===== src/rtl/dtree_pkg.sv =====
// Shared definitions for the dtree feature feeder: FSM encoding, default widths
// and helpers that size the index and pass counters.
package dtree_pkg;

    localparam logic [0:0] ST_FILL  = 1'b0;
    localparam logic [0:0] ST_SERVE = 1'b1;

    localparam int DEF_IN_WIDTH    = 10;
    localparam int DEF_LEVEL_WIDTH = 2;
    localparam int DEF_PATH_WIDTH  = 2;

    // A single-entry vector still needs a one-bit index.
    function automatic int idx_width(input int n);
        return (n <= 2) ? 1 : $clog2(n);
    endfunction

    function automatic int pass_width(input int m);
        return $clog2(m + 1);
    endfunction

endpackage


===== src/rtl/dtree_feature_buf.sv =====
// Feature-vector register file: one write port, one read port, with a
// write-to-read bypass so a just-written sample can be read on the same edge.
module dtree_feature_buf
    import dtree_pkg::*;
#(
    parameter int FEATURES = 3,
    parameter int IN_WIDTH = DEF_IN_WIDTH,
    parameter int IDX_W    = idx_width(FEATURES)
) (
    input  logic                clk,
    input  logic                wr_en,
    input  logic [IDX_W-1:0]    wr_idx,
    input  logic [IN_WIDTH-1:0] wr_data,
    input  logic [IDX_W-1:0]    rd_idx,
    output logic [IN_WIDTH-1:0] rd_data
);

    logic [IN_WIDTH-1:0] mem [FEATURES];

    always_ff @(posedge clk) begin
        if (wr_en) begin
            mem[wr_idx] <= wr_data;
        end
    end

    always_comb begin
        rd_data = mem[rd_idx];
        if (wr_en && (wr_idx == rd_idx)) begin
            rd_data = wr_data;
        end
    end

endmodule


===== src/rtl/dtree_feature_feeder.sv =====
// Front end for the dtree classifier: buffers one feature vector, replays it
// into the tree until a result appears (or passes run out), and holds the result.
module dtree_feature_feeder
    import dtree_pkg::*;
#(
    parameter int FEATURES    = 3,
    parameter int IN_WIDTH    = DEF_IN_WIDTH,
    parameter int LEVEL_WIDTH = DEF_LEVEL_WIDTH,
    parameter int PATH_WIDTH  = DEF_PATH_WIDTH,
    parameter int MAX_PASSES  = 4
) (
    input  logic                   clk,
    input  logic                   reset,
    input  logic                   in_valid,
    input  logic [IN_WIDTH-1:0]    in_sample,
    output logic                   in_ready,
    input  logic                   tree_ready,
    output logic                   tree_valid,
    output logic [IN_WIDTH-1:0]    tree_sample,
    input  logic [LEVEL_WIDTH-1:0] tree_level,
    input  logic [PATH_WIDTH-1:0]  tree_path,
    input  logic                   tree_out_valid,
    output logic                   res_valid,
    input  logic                   res_ready,
    output logic [LEVEL_WIDTH-1:0] res_level,
    output logic [PATH_WIDTH-1:0]  res_path,
    output logic                   overrun,
    output logic                   timeout
);

    localparam int IDX_W = idx_width(FEATURES);
    localparam int PW    = pass_width(MAX_PASSES);
    localparam logic [IDX_W-1:0] LAST_IDX = IDX_W'(FEATURES - 1);

    logic [0:0]          state;
    logic [IDX_W-1:0]    wr_idx;
    logic [IDX_W-1:0]    rd_idx;
    logic [PW-1:0]       pass_cnt;

    logic                hs_in, last_in, hs_tree, cap, wrap, exhaust;
    logic [IDX_W-1:0]    next_rd, rd_addr;
    logic [PW-1:0]       pass_next;
    logic [IN_WIDTH-1:0] rd_data;

    assign hs_in     = (state == ST_FILL) && in_valid && in_ready;
    assign last_in   = hs_in && (wr_idx == LAST_IDX);
    assign hs_tree   = (state == ST_SERVE) && tree_valid && tree_ready;
    assign cap       = (state == ST_SERVE) && tree_out_valid;
    assign wrap      = (rd_idx == LAST_IDX);
    assign next_rd   = wrap ? '0 : rd_idx + IDX_W'(1);
    assign pass_next = pass_cnt + PW'(1);
    assign exhaust   = hs_tree && wrap && (pass_next == PW'(MAX_PASSES));
    // The fill-complete edge preloads entry 0; serving preloads the next entry.
    assign rd_addr   = (state == ST_SERVE) ? next_rd : '0;

    dtree_feature_buf #(
        .FEATURES (FEATURES),
        .IN_WIDTH (IN_WIDTH),
        .IDX_W    (IDX_W)
    ) u_buf (
        .clk     (clk),
        .wr_en   (hs_in),
        .wr_idx  (wr_idx),
        .wr_data (in_sample),
        .rd_idx  (rd_addr),
        .rd_data (rd_data)
    );

    always_ff @(posedge clk or posedge reset) begin
        if (reset) begin
            state       <= ST_FILL;
            wr_idx      <= '0;
            rd_idx      <= '0;
            pass_cnt    <= '0;
            in_ready    <= 1'b0;
            tree_valid  <= 1'b0;
            tree_sample <= '0;
            res_valid   <= 1'b0;
            res_level   <= '0;
            res_path    <= '0;
            overrun     <= 1'b0;
            timeout     <= 1'b0;
        end else begin
            if (res_valid && res_ready) begin
                res_valid <= 1'b0;
            end
            case (state)
                ST_FILL: begin
                    in_ready <= !last_in;
                    if (hs_in) begin
                        wr_idx <= last_in ? '0 : wr_idx + IDX_W'(1);
                    end
                    if (last_in) begin
                        tree_valid  <= 1'b1;
                        tree_sample <= rd_data;
                        rd_idx      <= '0;
                        pass_cnt    <= '0;
                        state       <= ST_SERVE;
                    end
                end
                default: begin
                    // A result wins over a coincident handshake or pass exhaustion.
                    if (cap) begin
                        res_level  <= tree_level;
                        res_path   <= tree_path;
                        res_valid  <= 1'b1;
                        overrun    <= overrun | (res_valid && !res_ready);
                        tree_valid <= 1'b0;
                        in_ready   <= 1'b1;
                        wr_idx     <= '0;
                        rd_idx     <= '0;
                        pass_cnt   <= '0;
                        state      <= ST_FILL;
                    end else if (hs_tree) begin
                        rd_idx      <= next_rd;
                        tree_sample <= rd_data;
                        if (wrap) begin
                            pass_cnt <= pass_next;
                        end
                        if (exhaust) begin
                            timeout    <= 1'b1;
                            tree_valid <= 1'b0;
                            in_ready   <= 1'b1;
                            wr_idx     <= '0;
                            rd_idx     <= '0;
                            pass_cnt   <= '0;
                            state      <= ST_FILL;
                        end
                    end
                end
            endcase
        end
    end

endmodule


===== config.mk =====
export PLATFORM = sky130hd
export DESIGN_NAME = dtree_feature_feeder
export DESIGN_NICKNAME = d
export VERILOG_FILES = /design/src/rtl/dtree_pkg.sv /design/src/rtl/dtree_feature_buf.sv /design/src/rtl/dtree_feature_feeder.sv
export SDC_FILE = /design/constraint.sdc
export NUM_CORES = 1
export LEC_CHECK = 0
export BUFFER_PORTS_ARGS = -buffer_cell sky130_fd_sc_hd__buf_2
export CAP_MARGIN = 10
export CORE_MARGIN = 4
export CORE_UTILIZATION = 50
export CTS_BUF_LIST = sky130_fd_sc_hd__clkbuf_8
export CTS_CLUSTER_SIZE = 8
export DETAILED_ROUTE_END_ITERATION = 12
export GPL_ROUTABILITY_DRIVEN = 0
export PLACE_DENSITY = 0.82
export SLEW_MARGIN = 40
export SYNTH_ARGS = -nofsm -noshare
export SYNTH_HDL_FRONTEND = slang
export SYNTH_SLANG_ARGS = --single-unit

===== constraint.sdc =====
create_clock -name clk -period 3.4 [get_ports clk]
set_input_delay 0.17 -clock clk [delete_from_list [all_inputs] [get_ports clk]]
set_output_delay 0.17 -clock clk [all_outputs]
set_load 0.02 [all_outputs]

**After elaboration in Yosys (flattened, before gate mapping)**

Memories as Yosys holds them, arrays and structs flattened.
Index checks and enable logic that the tools add are counted.
W data, S select, Z words.

- Memories kept: 1
- Word-level logic and storage cells: 94
- Memory bits (writable): 30
- Output and inout port bits: 19
- Register bits after elaboration: 27

Memories:

| memory | depth | width | rd ports | clocked after Yosys merged registers in | write ports | RTL line | RTL |
|---|---|---|---|---|---|---|---|
| u_buf.mem | 3 | 10 | 1 | 0 | 1 | dtree_feature_buf.sv:18 | `logic [IN_WIDTH-1:0] mem [FEATURES];` |

- Multiplexer cells: 43
- Bitwise logic cells: 3
- Equal/unequal tests: 9
- Reductions and logical operators: 23
- $add $sub $neg: 3

Operators with widths:

| operator | count |
|---|---|
| $mux W10 | 5 |
| $mux W2 | 13 |
| $mux W1 | 19 |
| $mux W3 | 6 |
| $reduce_and A3 Y1 | 4 |
| $logic_and A1 B1 Y1 | 11 |
| $ne A3 B1 Y1 const B | 2 |
| $reduce_and A2 Y1 | 3 |
| $add A2 B1 Y2 const B | 2 |
| $eq A2 B2 Y1 const B | 2 |
| $ne A4 B1 Y1 const B | 1 |
| $reduce_and A4 Y1 | 1 |
| $reduce_bool A2 Y1 | 2 |
| $add A3 B1 Y3 const B | 1 |
| $eq A3 B3 Y1 const B | 1 |
| $eq A2 B2 Y1 | 1 |
| $logic_not A1 Y1 | 2 |
| $ne A2 B1 Y1 const B | 1 |
| $ne A2 B2 Y1 const B | 1 |
| $not A1 Y1 | 2 |
| $or A1 B1 Y1 | 1 |

**Longest topological paths before layout**

- Depth after elaboration: 9
- Depth in mapped cells: 4
- Gate-level depth less buffers: 4

**Cells and area by module**

A second synthesis with hierarchy kept.

- Cells, all modules: 171
- Area total of the unflattened synthesis: 2,503.7 µm²

By module, submodules not included:

| module | cells an instance | area each (µm²) | instances |
|---|---|---|---|
| dtree_feature_buf | 79 | 1,272.5 | 1 |
| dtree_feature_feeder | 92 | 1,231.2 | 1 |

**Least setup slack after synthesis**

No wires, ideal clock.

- Path kind: reg2reg
- From: reg state
- To: mem u_buf.mem[0][0] in the netlist's numbering (enable)
- Cell stages (with the launch flop): 3
- Data arrival time: 1.758 ns
- Library setup time: 0.408 ns
- Path slack: 1.234 ns
- Required time: 2.992 ns
- Period minus slack after synthesis: 2.166 ns
- Buffers on the path: 0
- Path through: dfrtp_1 nand2b_1 nor4b_1

- Longest elaborated chain between the ends: 5

RTL lines:

| element | RTL line | RTL |
|---|---|---|
| start: declaration | dtree_feature_feeder.sv:35 | `logic [0:0] state;` |
| start signal: assignment | dtree_feature_feeder.sv:71 | `state <= ST_FILL;` |
| start signal: assignment | dtree_feature_feeder.sv:98 | `state <= ST_SERVE;` |
| start signal: assignment | dtree_feature_feeder.sv:113 | `state <= ST_FILL;` |
| $not A1 Y1 | - |  |
| $logic_and A1 B1 Y1 (2 in a row) | dtree_feature_feeder.sv:45 | `assign hs_in = (state == ST_FILL) && in_valid && in_ready;` |
| $mux W1 | dtree_feature_buf.sv:21 | `if (wr_en) begin` |
| $mux W1 (not written as such) | dtree_feature_buf.sv:22 | `mem[wr_idx] <= wr_data;` |
| end: declaration | dtree_feature_buf.sv:18 |  |

No other way between the ends.

**Worst setup path in the final report**

- From: reg state
- To: reg tree_sample[2]

- Longest elaborated chain between the ends: 8

RTL lines:

| element | RTL line | RTL |
|---|---|---|
| parallel branches: the longest is 8 deep, another holds $mem_v2 Z3 W10 | - |  |
| end signal: assignment | dtree_feature_feeder.sv:95 | `tree_sample <= rd_data;` |
| end signal: assignment | dtree_feature_feeder.sv:116 | `tree_sample <= rd_data;` |
| end: declaration | dtree_feature_feeder.sv:19 | `output logic [IN_WIDTH-1:0] tree_sample,` |

Several ways; the timed one is not identified. The select of a mux whose other input is x is not followed.
A chain may end at the register's enable or synchronous reset.

==> flow_metrics.tcl <==
set metrics [dict create \
    post_cts_buffers 0 \
    grt_pass1_wl_um 6860 \
    hold_viol_final 0 \
    met2_usage_pct 24.1 \
    clockBufferDepth 2 \
    rsz0062_at_grt "false" \
    die_h_um 77.8 \
    grt_util_all_layers_pct 15.1 \
    antenna_found_initial 0 \
    p_leak_nw 1.25 \
    yosysWarnings 0 \
    drcViolationCount 0 \
    grt_overflow_total 0 \
    endpoint_kind "flip-flop" \
    via_count 1413 \
    worst_slew_pin_slew_ns 0.689 \
    viasPerCell 5.21 \
    synth-seq-cells 57 \
    cts.sinks 57 \
    layout_common_cells "buf_2 (38), edfxtp_1 (30), dfrtp_1 (27)" \
    htreeDepth 3 \
    cts-root-buf "clkbuf_8" \
    slew_violations 0 \
    io_pins 39 \
    synth_edf_count 30 \
    post-route-period-util_pct 56.1 \
    peakVddDrop_uv 502 \
    grt_util_met3_pct 7.42 \
    setup_viol 0 \
    arrival_ns 2.12 \
    cp.required_ns 3.61 \
    routedWlPerCell_um 15.3 \
    skew_ns 0.00775 \
    grt_max_degree 28 \
    clk_pin_slew_worst_paths_ns 0.06 \
    row_count 25 \
    dr.first_iter.drc_count 58 \
    cp-start-kind "flip-flop" \
    met1_usage_pct 17.6 \
    max_freq_ghz 0.525 \
    die_w_um 77.8 \
    post-dp-hpwl_um 2840 \
    cp_max_fo 13 \
    tns_ns 0 \
    initial_core_util_pct 51.6 \
    grt_pass1_vias 1487 \
    hold_class "in -> reg" \
    drv_cap 0 \
    grt-busiest-layer "met2" \
    synth_area_um2 2440 \
    dieArea_um2 6060 \
    synth_cell_types 36 \
    syn2layout_area_growth_pct 18.6 \
    status "finished clean" \
    first_pass_iters 4 \
    postRouteAntennaNets 0 \
    layout_commonest_cell "buf_2" \
    cts_tree "yes" \
    synthCells 150 \
    critical_path_class "reg -> reg" \
    ys_seq_area_share_pct 64.6 \
    drive_gt1_share_pct 46.6 \
    core_area_um2 4720 \
    final_core_util_pct 61.2 \
    fillers 351 \
    syn_nets 172 \
    nets 221 \
    maxSlewHeadroom_pct 54.1 \
    power_density_nw_per_um2 816 \
    syn_avg_cell_area_um2 16.3 \
    ys_async_sr_fraction_pct 47.4 \
    synth_ff_type "edfxtp_1" \
    antennaDiodeCount 0 \
    insertion_delay_ns 0.33 \
    wl_um 4150 \
    numCtsBuffers 9 \
    finalCriticalPeriod_ns 1.91 \
    io_buffers 38 \
]
[state kept, by name, summed over array words and instances, names as in the netlist]
register,cells
rd_idx,2
overrun,1
res_path,2
tree_valid,1
in_ready,1
res_level,2
state,1
u_buf.mem,30
res_valid,1
timeout,1
wr_idx,2
pass_cnt,3
tree_sample,10
[routing by layer]
metal	wire, µm	part of all wire [%]
met5	0	0
met4	60	1.4
met3	270	6.5
met2	2020	49
met1	1800	43
[kinds of logic (layout without fill, tap and decap cells)]
family / count (synthesis) / count (layout) / share of synthesized area, %
AO/OA/AOI/OAI: 18 / 18 / 6.26
XOR/XNOR: 1 / 1 / 0.359
adder cells (fa/ha/maj): 2 / 2 / 1.03
buffers and inverters: 5 / 59 / 1.44
flip-flops: 57 / 57 / 64.6
multiplexers: 36 / 36 / 18.4
AND/OR/NAND/NOR: 31 / 31 / 7.85
[synthesized netlist by cell type (2+ instances only)]
cell type | instances | area share (%)
nor2_1 | 4 | 0.62
nor2b_1 | 2 | 0.51
a41o_1 | 2 | 0.82
nand4b_1 | 2 | 0.72
mux2_4 | 12 | 7.4
o2bb2ai_1 | 3 | 1.1
mux2_2 | 23 | 11
o21bai_1 | 3 | 0.92
inv_1 | 2 | 0.31
edfxtp_1 | 30 | 37
nand2b_1 | 4 | 1.0
nor4b_1 | 2 | 0.72
a22o_1 | 3 | 1.1
nor3_1 | 2 | 0.41
and2_1 | 2 | 0.51
ha_1 | 2 | 1.0
buf_6 | 2 | 0.92
nand2_1 | 5 | 0.77
and4b_1 | 2 | 0.82
dfrtp_1 | 27 | 28
[worst paths after layout]
kind	start	end	slack (ns)	cells after the start
setup / recovery	state$_DFF_PP0_	tree_sample[2]$_DFFE_PP0P_	1.49	3
hold / removal	in_sample[4]	u_buf.mem[1][4]$_DFFE_PP_	0.04	1
setup reg to reg	state$_DFF_PP0_	tree_sample[2]$_DFFE_PP0P_	1.49	3
hold reg to reg	timeout$_DFFE_PP0P_	timeout$_DFFE_PP0P_	0.47	1
max in group asynchronous	reset	pass_cnt[1]$_DFFE_PP0P_	2.55	3
min in group asynchronous	reset	tree_sample[4]$_DFFE_PP0P_	0.45	3
[power by group]
group          switching [mW]  total, mW  internal (mW)
registers               0.142       1.08          0.934
logic                   0.365      0.746          0.381
clock network           0.244      0.539          0.295
total                   0.751       2.36           1.61
[cell type report]
type                            count  area, µm²  share of cell area [%]
Sequential cell                    57       1580                    54.5
Multi-Input combinational cell     88        836                    28.9
Timing Repair Buffer               41        215                    7.44
Clock buffer                       11        151                    5.23
Tap cell                           67       83.8                    2.90
Clock inverter                      5       22.5                   0.779
Inverter                            2       7.51                   0.260
[repair_timing]
item / in CTS / in global routing
endpoints found under the hold margin: 27 / 0
hold buffers: 1 / 0
resized for setup: 0 / 0
[metrics by stage]
stage          cell area, µm²  power (mW)  cells  hold WS, ns  worst slack (ns)
4_1_cts                  2890        2.39    271       0.0273              1.45
5_1_grt                  2890        2.50    271       0.0231              1.36
3_3_place_gp             2710        1.82    254        0.375              1.22
3_5_place_dp             2710        1.84    254        0.279              1.47
2_1_floorplan            2440        1.63    150        0.223              1.23
6_report                 2890        2.36    271       0.0447              1.49
[critical path, cell delays in order (launching register included)]
cell and delay (ns):
dfrtp_1 0.55, nor2b_2 0.58, mux2_2 0.41, mux2_4 0.25
No activity file was read; power rests on OpenSTA's default activity.
